**config.mk**
```make
export PLATFORM = sky130hd
export DESIGN_NAME = lm07_spi_master_flat
export DESIGN_NICKNAME = d
export VERILOG_FILES = /design/src/rtl/lm07_spi_master_pkg.sv /design/src/rtl/lm07_spi_master_if.sv /design/src/rtl/lm07_spi_master_sync_2ff.sv /design/src/rtl/lm07_spi_master.sv /design/src/flat_wrapper.sv
export SDC_FILE = /design/constraint.sdc
export NUM_CORES = 1
export LEC_CHECK = 0
export CAP_MARGIN = 0
export CORE_MARGIN = 1.5
export CORE_UTILIZATION = 40
export CTS_CLUSTER_SIZE = 12
export DETAILED_ROUTE_END_ITERATION = 10
export PLACE_DENSITY = 0.74
export SLEW_MARGIN = 20
export SYNTH_ARGS = -nofsm -noshare
export SYNTH_HDL_FRONTEND = slang
export SYNTH_HIERARCHICAL = 1
export SYNTH_SLANG_ARGS = --single-unit
```
**constraint.sdc**
```tcl
create_clock -name clk -period 4.2 [get_ports clk]
set_input_delay 1.05 -clock clk [delete_from_list [all_inputs] [get_ports clk]]
set_output_delay 1.05 -clock clk [all_outputs]
set_load 0.1 [all_outputs]
```
**src/rtl/lm07_spi_master_pkg.sv**
```systemverilog
// Shared definitions for the LM07 SPI read master: state encoding,
// frame geometry and the temperature-field extraction helper.
package lm07_spi_pkg;

  localparam int FRAME_BITS_DEF = 16;
  localparam int TEMP_LSB_SHIFT = 3;
  localparam int TEMP_W         = 13;

  typedef enum logic [2:0] {
    ST_IDLE  = 3'd0,
    ST_SETUP = 3'd1,
    ST_LOW   = 3'd2,
    ST_HIGH  = 3'd3,
    ST_HOLD  = 3'd4,
    ST_GAP   = 3'd5
  } state_e;

  // Upper 13 bits of the raw frame: two's-complement, 0.0625 C per LSB.
  function automatic logic [TEMP_W-1:0] temp_field(input logic [FRAME_BITS_DEF-1:0] word);
    return word[FRAME_BITS_DEF-1:TEMP_LSB_SHIFT];
  endfunction

endpackage

```
**src/rtl/lm07_spi_master_if.sv**
```systemverilog
// System-side handshake and result bus of the LM07 read master.
// master = system control logic, slave = the SPI read engine.
interface lm07_spi_master_if;
  import lm07_spi_pkg::*;

  logic                      start;
  logic                      busy;
  logic                      done;
  logic [FRAME_BITS_DEF-1:0] temp_data;
  logic [TEMP_W-1:0]         temp_c;
  logic                      temp_valid;

  modport master (
    output start,
    input  busy, done, temp_data, temp_c, temp_valid
  );

  modport slave (
    input  start,
    output busy, done, temp_data, temp_c, temp_valid
  );

endinterface

```
**src/rtl/lm07_spi_master_sync_2ff.sv**
```systemverilog
// Two-flop synchronizer for the asynchronous sensor data line.
module sync_2ff (
  input  logic clk,
  input  logic rst_n,
  input  logic d,
  output logic q
);

  logic meta_r;
  logic sync_r;

  // Double-register the input to settle metastability before use.
  always_ff @(posedge clk or negedge rst_n) begin
    if (!rst_n) begin
      meta_r <= 1'b0;
      sync_r <= 1'b0;
    end else begin
      meta_r <= d;
      sync_r <= meta_r;
    end
  end

  assign q = sync_r;

endmodule

```
**src/rtl/lm07_spi_master.sv**
```systemverilog
// LM07 SPI read master: one 16-bit MSB-first read frame per start request.
// SIO is sampled at the end of each SCK-high phase; the sensor only moves
// SIO on falling SCK, so the synchronized value is stable by then.
module lm07_spi_master
  import lm07_spi_pkg::*;
#(
  parameter int CLK_DIV    = 4,
  parameter int FRAME_BITS = FRAME_BITS_DEF
) (
  input  logic                clk,
  input  logic                rst_n,
  lm07_spi_master_if.slave    sys,
  output logic                CS,
  output logic                SCK,
  input  logic                SIO
);

  localparam int PH_W = (CLK_DIV > 1) ? $clog2(CLK_DIV) : 1;
  localparam int BC_W = $clog2(FRAME_BITS + 1);

  localparam logic [PH_W-1:0] PH_LAST = PH_W'(CLK_DIV - 1);
  localparam logic [BC_W-1:0] BC_LAST = BC_W'(FRAME_BITS);
  localparam logic [BC_W-1:0] BC_ONE  = BC_W'(1);

  localparam logic [2:0] IDLE  = ST_IDLE;
  localparam logic [2:0] SETUP = ST_SETUP;
  localparam logic [2:0] LOW   = ST_LOW;
  localparam logic [2:0] HIGH  = ST_HIGH;
  localparam logic [2:0] HOLD  = ST_HOLD;
  localparam logic [2:0] GAP   = ST_GAP;

  logic [2:0]            state_r;
  logic [PH_W-1:0]       phase_r;
  logic [BC_W-1:0]       bit_cnt_r;
  logic [FRAME_BITS-1:0] shift_r;
  logic                  cs_r;
  logic                  sck_r;
  logic                  busy_r;
  logic                  done_r;
  logic                  valid_r;
  logic [FRAME_BITS-1:0] temp_data_r;
  logic [TEMP_W-1:0]     temp_c_r;
  logic                  sio_sync_s;
  logic                  phase_end_s;

  sync_2ff u_sio_sync (
    .clk   (clk),
    .rst_n (rst_n),
    .d     (SIO),
    .q     (sio_sync_s)
  );

  assign phase_end_s = (phase_r == PH_LAST);

  // Frame sequencer: phase counter, bit counter, shifter and all registered outputs.
  always_ff @(posedge clk or negedge rst_n) begin
    if (!rst_n) begin
      state_r     <= IDLE;
      phase_r     <= '0;
      bit_cnt_r   <= '0;
      shift_r     <= '0;
      cs_r        <= 1'b1;
      sck_r       <= 1'b0;
      busy_r      <= 1'b0;
      done_r      <= 1'b0;
      valid_r     <= 1'b0;
      temp_data_r <= '0;
      temp_c_r    <= '0;
    end else begin
      done_r <= 1'b0;
      case (state_r)
        IDLE: begin
          cs_r    <= 1'b1;
          sck_r   <= 1'b0;
          phase_r <= '0;
          if (sys.start) begin
            state_r   <= SETUP;
            cs_r      <= 1'b0;
            busy_r    <= 1'b1;
            bit_cnt_r <= '0;
          end else begin
            state_r <= IDLE;
            busy_r  <= 1'b0;
          end
        end
        SETUP: begin
          if (phase_end_s) begin
            phase_r <= '0;
            state_r <= LOW;
          end else begin
            phase_r <= phase_r + PH_W'(1);
          end
        end
        LOW: begin
          if (phase_end_s) begin
            phase_r <= '0;
            sck_r   <= 1'b1;
            state_r <= HIGH;
          end else begin
            phase_r <= phase_r + PH_W'(1);
          end
        end
        HIGH: begin
          if (phase_end_s) begin
            phase_r   <= '0;
            sck_r     <= 1'b0;
            shift_r   <= {shift_r[FRAME_BITS-2:0], sio_sync_s};
            bit_cnt_r <= bit_cnt_r + BC_ONE;
            if ((bit_cnt_r + BC_ONE) == BC_LAST) begin
              state_r <= HOLD;
            end else begin
              state_r <= LOW;
            end
          end else begin
            phase_r <= phase_r + PH_W'(1);
          end
        end
        HOLD: begin
          if (phase_end_s) begin
            phase_r     <= '0;
            cs_r        <= 1'b1;
            done_r      <= 1'b1;
            temp_data_r <= shift_r;
            temp_c_r    <= temp_field(shift_r);
            valid_r     <= 1'b1;
            state_r     <= GAP;
          end else begin
            phase_r <= phase_r + PH_W'(1);
          end
        end
        GAP: begin
          if (phase_end_s) begin
            phase_r <= '0;
            busy_r  <= 1'b0;
            state_r <= IDLE;
          end else begin
            phase_r <= phase_r + PH_W'(1);
          end
        end
        default: begin
          state_r   <= IDLE;
          phase_r   <= '0;
          bit_cnt_r <= '0;
          cs_r      <= 1'b1;
          sck_r     <= 1'b0;
          busy_r    <= 1'b0;
        end
      endcase
    end
  end

  assign CS             = cs_r;
  assign SCK            = sck_r;
  assign sys.busy       = busy_r;
  assign sys.done       = done_r;
  assign sys.temp_data  = temp_data_r;
  assign sys.temp_c     = temp_c_r;
  assign sys.temp_valid = valid_r;

endmodule

```
**src/flat_wrapper.sv**
```systemverilog
// flat-port wrapper written by rule: the top's interface ports become plain ports
module lm07_spi_master_flat import lm07_spi_pkg::*;
#(
  parameter int CLK_DIV    = 4,
  parameter int FRAME_BITS = FRAME_BITS_DEF
)
  (clk, rst_n, CS, SCK, SIO, sys_start, sys_busy, sys_done, sys_temp_data, sys_temp_c, sys_temp_valid);
  lm07_spi_master_if sys_i ();
  input  logic clk;
  input  logic rst_n;
  output logic CS;
  output logic SCK;
  input  logic SIO;
  input wire logic [$bits(sys_i.start)-1:0] sys_start;
  output wire logic [$bits(sys_i.busy)-1:0] sys_busy;
  output wire logic [$bits(sys_i.done)-1:0] sys_done;
  output wire logic [$bits(sys_i.temp_data)-1:0] sys_temp_data;
  output wire logic [$bits(sys_i.temp_c)-1:0] sys_temp_c;
  output wire logic [$bits(sys_i.temp_valid)-1:0] sys_temp_valid;
  assign sys_i.start = sys_start;
  assign sys_busy = sys_i.busy;
  assign sys_done = sys_i.done;
  assign sys_temp_data = sys_i.temp_data;
  assign sys_temp_c = sys_i.temp_c;
  assign sys_temp_valid = sys_i.temp_valid;
  lm07_spi_master #(.CLK_DIV(CLK_DIV), .FRAME_BITS(FRAME_BITS)) u_core (.clk(clk), .rst_n(rst_n), .sys(sys_i), .CS(CS), .SCK(SCK), .SIO(SIO));
endmodule
```
==> flow_metrics.py, run 1 <==
metrics = {
    "run_status": {
        "status": "finished, final reports clean",
    },
    "timing": {
        "finClkSkew_ns": 0.005581,
        "fmax_ghz": 0.3323,
        "timing.final.max_slew_violations": 0,
        "min_period_over_period_pct": 71.66,
        "tightest_slew_ns": 1.029,
        "layout_setup_ws_ns": 1.190,
        "setup_violations": 0,
        "hold_viol_final": 0,
        "setup_tns_ns": 0,
        "grt_setup_unrepaired": "false",
        "timing.slew.headroom_pct": 31.07,
        "min_period_ns": 3.010,
    },
    "worst_setup_path": {
        "cp.required_ns": 3.15,
        "timing_worst_setup_path_type": "register to primary output",
        "slowest_delay_ns": 1.12,
        "cp-end-kind": "primary output",
        "arrival_ns": 1.96,
        "reg2reg_from": "u_core/phase_r[0]",
        "slowest_stage": "clkdlybuf4s50_1",
        "cp_num_cells": 1,
        "r2r-end": "u_core/shift_r[9]",
        "reg2reg_slack_ns": 1.96,
        "worstSetupStartpoint": "u_core/CS",
        "critical_path_buf_inv_count": 1,
        "crit_fanout": 3,
        "reg2regPathDepth": 3,
        "startpoint_type": "register",
        "endpoint": "CS",
        "crit_chain": "clkdlybuf4s50_1",
        "path_delay_family": "buffers and inverters",
    },
    "global_route": {
        "overflow": 0,
        "grt_max_degree": 50,
        "grt_first_pass_wirelength_um": 5078,
        "antenna_found_initial": 0,
        "grt.total_usage_pct": 12.00,
        "grt_pass1_vias": 1018,
    },
    "clock_network": {
        "cts.clk_slew.worst_paths_ns": 0.08,
        "cts_made_buffers": 5,
        "cts.sinks": 49,
        "cts_root_buffer": "clkbuf_8",
        "post_cts_hold_buffer_count": 0,
        "post_cts_buffers": 0,
        "cts_buffer_depth": 2,
        "tritoncts": "done",
        "worstSkewPairLatency_ns": 0.29,
        "cts_resized": 0,
        "cts_max_level": 2,
    },
    "final_layout": {
        "antenna_cells": 0,
        "multi_input_area_um2": 724.4,
        "final_common_cell": "dfrtp_1",
        "fin_util_pct": 49.24,
        "mostFrequentLayoutCells": "dfrtp_1 (48), clkdlybuf4s50_1 (36), mux2_2 (32)",
        "stdcell_count": 253,
        "drive_gt1_share_pct": 22.95,
        "fillers": 474,
        "areaGrowthSynthToFinish_pct": 19.44,
        "nets": 188,
        "regArea_um2": 1227,
    },
    "place": {
        "hpwl_um": 2041,
        "placedCellCount": 245,
        "pre_cts_ws_ns": 1.503,
        "place_congestion": 0.7329,
        "numPortBuffers": 37,
    },
    "synth": {
        "synth_cell_types": 36,
        "netlist_area_um2": 2092,
        "netlist_instances": 159,
        "postSynthAreaPerCell_um2": 13.16,
        "syn-num-nets": 165,
        "ys_seq_elements": 49,
        "yosysWarnings": 6,
        "synth.yosys.seq_area_share_pct": 58.67,
    },
    "floorplanning": {
        "boundaryPins": 38,
        "die_x_um": 75.32,
        "core_area_um2": 5075,
        "num_rows": 26,
        "die_y_um": 75.32,
        "initial_core_util_pct": 41.22,
        "dieArea_um2": 5673,
    },
    "drt": {
        "drt_iter0_markers": 33,
        "routed_wirelength_um": 3117,
        "num_vias": 1192,
        "drt-vias-per-instance": 4.711,
        "routedWlPerCell_um": 12.32,
        "first_pass_iters": 4,
        "drc": 0,
        "antenna_left": 0,
    },
    "flow_run": {
        "drv_cap": 0,
    },
    "power": {
        "leakage_uw": 0.001111,
        "peakVddDrop_mv": 0.2985,
        "powerDensity_nw_per_um2": 515.8,
        "p_total_uw": 1289,
    },
    "hold_path": {
        "hp-class": "register to register",
    },
}
-- synth_stat cells --
master	count	area [um^2]
o31ai_1	1	7.510
o32a_1	1	10.01
nand2b_1	6	37.54
dfrtp_1	48	1201
a32o_1	2	20.02
nor3_1	1	5.000
nor3b_1	1	7.510
a21o_1	1	7.510
o21a_1	2	15.01
buf_4	14	105.1
nand4b_1	1	8.760
or3_1	1	6.260
o21bai_1	1	7.510
nor2_1	3	11.26
clkbuf_1	3	11.26
mux2i_1	1	10.01
a21oi_1	4	20.02
o22ai_1	2	12.51
and3_1	1	6.260
o21ai_0	5	25.02
inv_1	1	3.750
nor2b_1	4	25.02
dfstp_2	1	26.28
a221oi_1	1	8.760
and2_1	2	12.51
ha_1	2	25.02
buf_2	4	20.02
or4b_1	1	10.01
a211oi_1	1	7.510
or2_2	1	6.260
xor2_1	1	8.760
o21ai_1	1	5.000
nand2_1	4	15.01
a21boi_1	1	7.510
nand3_1	3	15.01
mux2_2	32	360.4
-- cell type report --
class	instances	area share (%)
flip-flops and latches	49	49.12
inverters	1	0.1502
well taps	70	3.505
repair buffers	37	14.72
clock buffers	6	2.904
multi-input cells	88	28.99
clock inverters	2	0.6009
-- through the flow --
step,cell area (um^2),hold WS (ns)
final,2499,0.3626
after CTS,2496,0.3678
after detailed placement,2409,0.3473
after global routing,2499,0.3871
after floorplan,2092,0.3312
after global placement,2409,0.3339
-- sequential cells by signal, indices dropped and copies added (netlist names) --
register	flops
u_core/CS	1
u_core/phase_r	2
u_core/SCK	1
u_core/sys.temp_data	15
u_core/sys.done	1
u_core/u_sio_sync/meta_r	1
u_core/u_sio_sync/q	1
u_core/state_r	3
u_core/shift_r	16
u_core/sys.temp_valid	1
u_core/bit_cnt_r	5
u_core/sys.busy	1
u_core/sys.temp_c	1
-- cells by family (layout without fill, tap and decap cells) --
logic type	after synthesis	in the layout	synth area share, %
AND/OR/NAND/NOR	29	29	7.955
multiplexers	33	33	17.70
buffers and inverters	22	46	6.698
flip-flops	49	49	58.67
AO/OA/AOI/OAI	23	23	7.357
XOR/XNOR	1	1	0.4187
adder cells (fa/ha/maj)	2	2	1.196
-- power by group --
part | switching [uW] | total (uW) | leakage [uW] | internal [uW]
logic | 219 | 377 | 0.000431 | 158
clock network | 150 | 268 | 0.0000374 | 117
registers | 80.3 | 644 | 0.000642 | 564
-- metal layers --
layer / track usage (%) / routed length [um]
met1: 17.23 / 1482
met2: 17.45 / 1514
met3: 3.571 / 101
met4: 4.167 / 19
met5: 0 / 0
-- how the worst min path moves through the flow --
stage	from	end	slack (ns)	cells after the start
floorplan	u_core/u_sio_sync/meta_r	u_core/u_sio_sync/q	0.33	0
global placement	u_core/u_sio_sync/meta_r	u_core/u_sio_sync/q	0.33	0
detailed placement	u_core/u_sio_sync/meta_r	u_core/u_sio_sync/q	0.35	0
CTS	u_core/u_sio_sync/meta_r	u_core/u_sio_sync/q	0.37	0
global route	u_core/u_sio_sync/meta_r	u_core/u_sio_sync/q	0.39	0
finish	u_core/u_sio_sync/meta_r	u_core/u_sio_sync/q	0.36	0
(Power assumes the default switching activity.)
==> run 2, diff against run 1 <==
--- a/config.mk
+++ b/config.mk
@@ -10,7 +10,7 @@
 export CORE_UTILIZATION = 40
 export CTS_CLUSTER_SIZE = 12
 export DETAILED_ROUTE_END_ITERATION = 10
-export PLACE_DENSITY = 0.74
+export PLACE_DENSITY = 0.76
 export SLEW_MARGIN = 20
 export SYNTH_ARGS = -nofsm -noshare
 export SYNTH_HDL_FRONTEND = slang
==> constraint.sdc (replaced) <==
create_clock -name clk -period 2.6 [get_ports clk]
set_input_delay 0.65 -clock clk [delete_from_list [all_inputs] [get_ports clk]]
set_output_delay 0.65 -clock clk [all_outputs]
set_load 0.1 [all_outputs]
==> run 2 against run 1 <==
Net effect: via count rose by 4.7%; clock skew shrank 0.0011 ns; clock power is 61% higher; sequential cell count unchanged; critical path type is now primary input to register; sequential power up 61%; core utilization down 1.0 points; largest cell class unchanged.
==> flow_metrics.py, run 2 (synthesis results as in run 1) <==
metrics = {
    "run_status": {
        "status": "finished, final reports clean",
    },
    "hold_path": {
        "hp-class": "primary input to async pin",
    },
    "final_layout": {
        "regArea_um2": 1227,
        "nets": 191,
        "multi_input_area_um2": 724.4,
        "areaGrowthSynthToFinish_pct": 16.93,
        "final_common_cell": "dfrtp_1",
        "fillers": 485,
        "antenna_cells": 0,
        "largest_reg_flops": 16,
        "mostFrequentLayoutCells": "dfrtp_1 (48), buf_4 (36), mux2_2 (32)",
        "regMostFlops": "u_core/shift_r",
        "drive_gt1_share_pct": 42.47,
    },
    "worst_setup_path": {
        "slowest_stage": "clkdlybuf4s50_1",
        "slowest_delay_ns": 0.48,
        "startpoint_type": "primary input",
        "crit_chain": "clkdlybuf4s50_1 -> or4b_1 -> a21boi_1 -> o21ai_1 -> a32o_1",
        "cp.required_ns": 2.83,
        "reg2reg_from": "u_core/phase_r[0]",
        "timing_worst_setup_path_type": "primary input to register",
        "reg2regPathDepth": 5,
        "reg2reg_slack_ns": 0.82,
        "arrival_ns": 2.13,
        "r2r-end": "u_core/bit_cnt_r[2]",
        "cp-end-kind": "register",
        "crit_fanout": 6,
    },
    "clock_network": {
        "cts_root_buffer": "clkbuf_8",
        "tritoncts": "done",
        "post_cts_hold_buffer_count": 0,
        "cts_buffer_depth": 2,
        "cts_made_buffers": 5,
        "cts_resized": 0,
        "cts.clk_slew.worst_paths_ns": 0.09,
        "post_cts_buffers": 0,
        "cts.sinks": 49,
        "cts_max_level": 2,
        "worstSkewPairLatency_ns": 0.29,
    },
    "power": {
        "p_sw_uw": 731.2,
        "swShare_pct": 35.05,
        "p_comb_share_pct": 29.3,
        "seq_power_share_pct": 50.0,
        "powerDensity_nw_per_um2": 852.8,
        "p_total_uw": 2086,
        "pwr-share-clk_pct": 20.7,
        "peakVddDrop_mv": 0.4433,
        "p_int_uw": 1355,
        "leakage_uw": 0.001196,
    },
    "timing": {
        "timing.slew.headroom_pct": 68.55,
        "setup_violations": 0,
        "min_period_over_period_pct": 73.17,
        "grt_setup_unrepaired": "false",
        "tightest_slew_ns": 0.4717,
        "hold_viol_final": 0,
        "min_period_ns": 1.902,
        "timing.final.max_slew_violations": 0,
        "setup_tns_ns": 0,
        "fmax_ghz": 0.5257,
        "finClkSkew_ns": 0.004476,
    },
    "global_route": {
        "grt_max_degree": 50,
        "grt.total_usage_pct": 11.81,
        "antenna_found_initial": 0,
        "overflow": 0,
        "grt_first_pass_wirelength_um": 4954,
        "grt_pass1_vias": 1040,
    },
    "floorplanning": {
        "die_y_um": 75.32,
        "initial_core_util_pct": 41.22,
        "core_area_um2": 5075,
        "boundaryPins": 38,
        "dieArea_um2": 5673,
        "num_rows": 26,
        "die_x_um": 75.32,
    },
    "flow_run": {
        "drv_cap": 0,
    },
    "place": {
        "numPortBuffers": 37,
        "place_congestion": 0.7261,
        "hpwl_um": 2039,
    },
    "drt": {
        "num_vias": 1248,
        "routedWlPerCell_um": 12.42,
        "drt-vias-per-instance": 4.875,
        "drc": 0,
        "first_pass_iters": 4,
        "routed_wirelength_um": 3179,
        "drt_iter0_markers": 100,
        "antenna_left": 0,
    },
}
## run 2: changes by cell type in the layout (fill, tap and decap cells not counted), sizes merged
cell / change
buf: +37
clkdlybuf4s50: -34
## run 2: worst max-delay path by stage
| stage | start | endpoint | slack [ns] | cells past startpoint |
|---|---|---|---|---|
| floorplan | u_core/sys.temp_data[10] | sys_temp_data[10] | 0.61 | 1 |
| global placement | sys_start | u_core/bit_cnt_r[2] | 0.42 | 5 |
| detailed placement | sys_start | u_core/bit_cnt_r[3] | 0.38 | 5 |
| CTS | sys_start | u_core/bit_cnt_r[3] | 0.70 | 5 |
| global route | sys_start | u_core/bit_cnt_r[3] | 0.59 | 5 |
| finish | sys_start | u_core/bit_cnt_r[2] | 0.70 | 5 |
## run 2: critical path, delay by kind of cell
family                 cells  cell delay, ns
and+or+nand+nor            1            0.45
buffers and inverters      1            0.48
AOI/OAI and AO/OA          3            0.55
## run 2: final cells by class
cell class / count / share of cell area, %
clock buffer: 6 / 2.967
clock inverter: 2 / 0.6138
inverter: 1 / 0.1535
multi-input combinational: 88 / 29.62
sequential: 49 / 50.18
tap: 70 / 3.581
timing repair buffer: 40 / 12.89
## run 2: power by group through the flow
| stage | Combinational (uW) | Sequential, uW | Clock, uW |
|---|---|---|---|
| 2_1_floorplan | 369 | 1170 | 0 |
| 3_3_place_gp | 600 | 1050 | 0 |
| 3_5_place_dp | 618 | 1060 | 0 |
| 4_1_cts | 620 | 1040 | 455 |
| 5_1_grt | 669 | 1060 | 490 |
| 6_report | 611 | 1040 | 432 |
## run 2: routing by layer
layer	vias up	global-route usage, %	share of wire, %
met5	-	0	0
met4	0	4.762	2.0
met3	6	3.968	3.4
met2	20	17.84	46
met1	619	15.76	48
li1	603	-	-
## run 2: per-stage QoR
stage          utilization (%)  worst slack [ns]  hold WS (ns)  area (um^2)  cells
2_1_floorplan                -            0.6131        0.3312         2092    159
3_5_place_dp             46.47            0.3824        0.3389         2359    248
5_1_grt                  48.20            0.5865        0.3381         2446    256
6_report                 48.20            0.6977        0.3241         2446    256
3_3_place_gp             46.47            0.4213        0.3339         2359    248
4_1_cts                  48.20            0.7023        0.3263         2446    256
==> run 3, diff against run 2 <==
--- a/config.mk
+++ b/config.mk
@@ -10,7 +10,7 @@
 export CORE_UTILIZATION = 40
 export CTS_CLUSTER_SIZE = 12
 export DETAILED_ROUTE_END_ITERATION = 10
-export PLACE_DENSITY = 0.76
+export PLACE_DENSITY = 0.74
 export SLEW_MARGIN = 20
 export SYNTH_ARGS = -nofsm -noshare
 export SYNTH_HDL_FRONTEND = slang
==> constraint.sdc (replaced) <==
create_clock -name clk -period 1.95 [get_ports clk]
set_input_delay 0.4875 -clock clk [delete_from_list [all_inputs] [get_ports clk]]
set_output_delay 0.4875 -clock clk [all_outputs]
set_load 0.1 [all_outputs]
==> run 3 against run 2 <==
Net effect: sequential cell count is the same; cell area grew 20%; sequential power grew 34%; highest routed layer unchanged.
==> flow_metrics.py, run 3 (synthesis results as in run 1) <==
metrics = {
    "timing": {
        "hold_viol_final": 0,
        "min_period_over_period_pct": 88.19,
        "finClkSkew_ns": 0.003126,
        "grt_setup_unrepaired": "false",
        "fmax_ghz": 0.5815,
        "tightest_slew_ns": 0.4419,
        "min_period_ns": 1.720,
        "layout_setup_ws_ns": 0.2303,
        "hold_slack_ns": 0.04279,
        "setup_violations": 0,
        "timing.final.max_slew_violations": 0,
        "timing.slew.headroom_pct": 70.54,
    },
    "run_status": {
        "status": "finished, final reports clean",
    },
    "drt": {
        "drt-vias-per-instance": 4.908,
        "routedWlPerCell_um": 13.21,
        "num_vias": 1276,
        "first_pass_iters": 4,
        "drt_iter0_markers": 30,
        "antenna_left": 0,
        "routed_wirelength_um": 3434,
        "drc": 0,
    },
    "worst_setup_path": {
        "crit_fanout": 6,
        "arrival_ns": 1.95,
        "crit_chain": "clkdlybuf4s50_1 -> or4b_1 -> a21boi_1 -> o21ai_1 -> a32o_1",
        "reg2reg_from": "u_core/state_r[2]",
        "r2r-end": "u_core/bit_cnt_r[2]",
        "endpoint": "u_core/bit_cnt_r[2]",
        "reg2regPathDepth": 4,
        "reg2reg_slack_ns": 0.27,
        "cp.required_ns": 2.18,
        "timing_worst_setup_path_type": "primary input to register",
        "cp-end-kind": "register",
        "slowest_delay_ns": 0.48,
        "worstSetupStartpoint": "sys_start",
        "slowest_stage": "clkdlybuf4s50_1",
        "startpoint_type": "primary input",
    },
    "floorplanning": {
        "num_rows": 26,
        "dieArea_um2": 5673,
        "core_area_um2": 5075,
        "die_y_um": 75.32,
        "boundaryPins": 38,
        "die_x_um": 75.32,
        "initial_core_util_pct": 41.22,
    },
    "clock_network": {
        "tritoncts": "done",
        "cts.sinks": 49,
        "cts_resized": 0,
        "worstSkewPairLatency_ns": 0.29,
        "cts_max_level": 2,
        "post_cts_hold_buffer_count": 0,
        "cts.clk_slew.worst_paths_ns": 0.08,
        "cts_buffer_depth": 2,
        "cts_root_buffer": "clkbuf_8",
        "post_cts_buffers": 0,
        "cts_made_buffers": 5,
    },
    "global_route": {
        "overflow": 0,
        "met1_usage_pct": 17.65,
        "grt.total_usage_pct": 13.69,
        "grt_first_pass_wirelength_um": 5851,
        "antenna_found_initial": 0,
        "use_met3_pct": 2.778,
        "met2_usage_pct": 22.81,
        "grt_max_degree": 27,
        "grt_pass1_vias": 1266,
        "busiest_layer": "met2",
    },
    "hold_path": {
        "hp-class": "primary input to async pin",
    },
    "power": {
        "peakVddDrop_mv": 0.7120,
        "powerDensity_nw_per_um2": 1041,
        "leakage_uw": 0.001334,
        "p_total_uw": 3066,
    },
    "final_layout": {
        "nets": 195,
        "drive_gt1_share_pct": 44.21,
        "areaGrowthSynthToFinish_pct": 40.85,
        "final_common_cell": "dfrtp_1",
        "regMostFlops": "u_core/shift_r",
        "mostFrequentLayoutCells": "dfrtp_1 (48), buf_12 (36), mux2_2 (32)",
        "antenna_cells": 0,
        "largest_reg_flops": 16,
    },
    "flow_run": {
        "drv_cap": 0,
    },
    "place": {
        "place_congestion": 0.7863,
        "hpwl_um": 2479,
        "pre_cts_ws_ns": -0.08746,
        "numPortBuffers": 37,
    },
}
## run 3: worst min path at each step
stage	from	end	slack, ns	cells after the start
after CTS	rst_n	u_core/sys.temp_data[14]	0.04	1
after global placement	u_core/u_sio_sync/meta_r	u_core/u_sio_sync/q	0.33	0
after global routing	rst_n	u_core/sys.temp_data[14]	0.04	1
after detailed placement	u_core/u_sio_sync/meta_r	u_core/u_sio_sync/q	0.34	0
after floorplan	rst_n	u_core/SCK	0.19	0
final	rst_n	u_core/sys.temp_data[14]	0.04	1
## run 3: layout make-up
cell class	instances	area (um^2)
Fill cell	418	2128
Sequential cell	49	1227
Timing Repair Buffer	44	783.3
Multi-Input combinational cell	88	724.4
Tap cell	70	87.58
Clock buffer	6	82.58
Clock inverter	2	37.54
Inverter	1	3.754
## run 3: stage by stage
step                utilization (%)  TNS, ns  instance area [um^2]  instances
floorplan                         -        0                  2092        159
detailed placement            55.70  -0.2120                  2826        252
CTS                           58.06        0                  2947        260
global placement              55.70  -0.1003                  2826        252
finish                        58.06        0                  2947        260
global route                  58.06        0                  2947        260
## run 3: worst max-delay path: cells and delay by family
| family | cells | cell delay (ns) |
|---|---|---|
| compound gates | 3 | 0.53 |
| buf+inv | 1 | 0.48 |
| simple gates | 1 | 0.45 |
## run 3: per-layer routing
layer	share of wire (%)	wire length, um
met1	43	1485
met2	53	1823
met3	2.0	69
met4	1.6	55
met5	0	0
## run 3: power by group
part           switching (uW)  internal, uW
registers                 169          1220
logic                     509           439
clock network             316           417
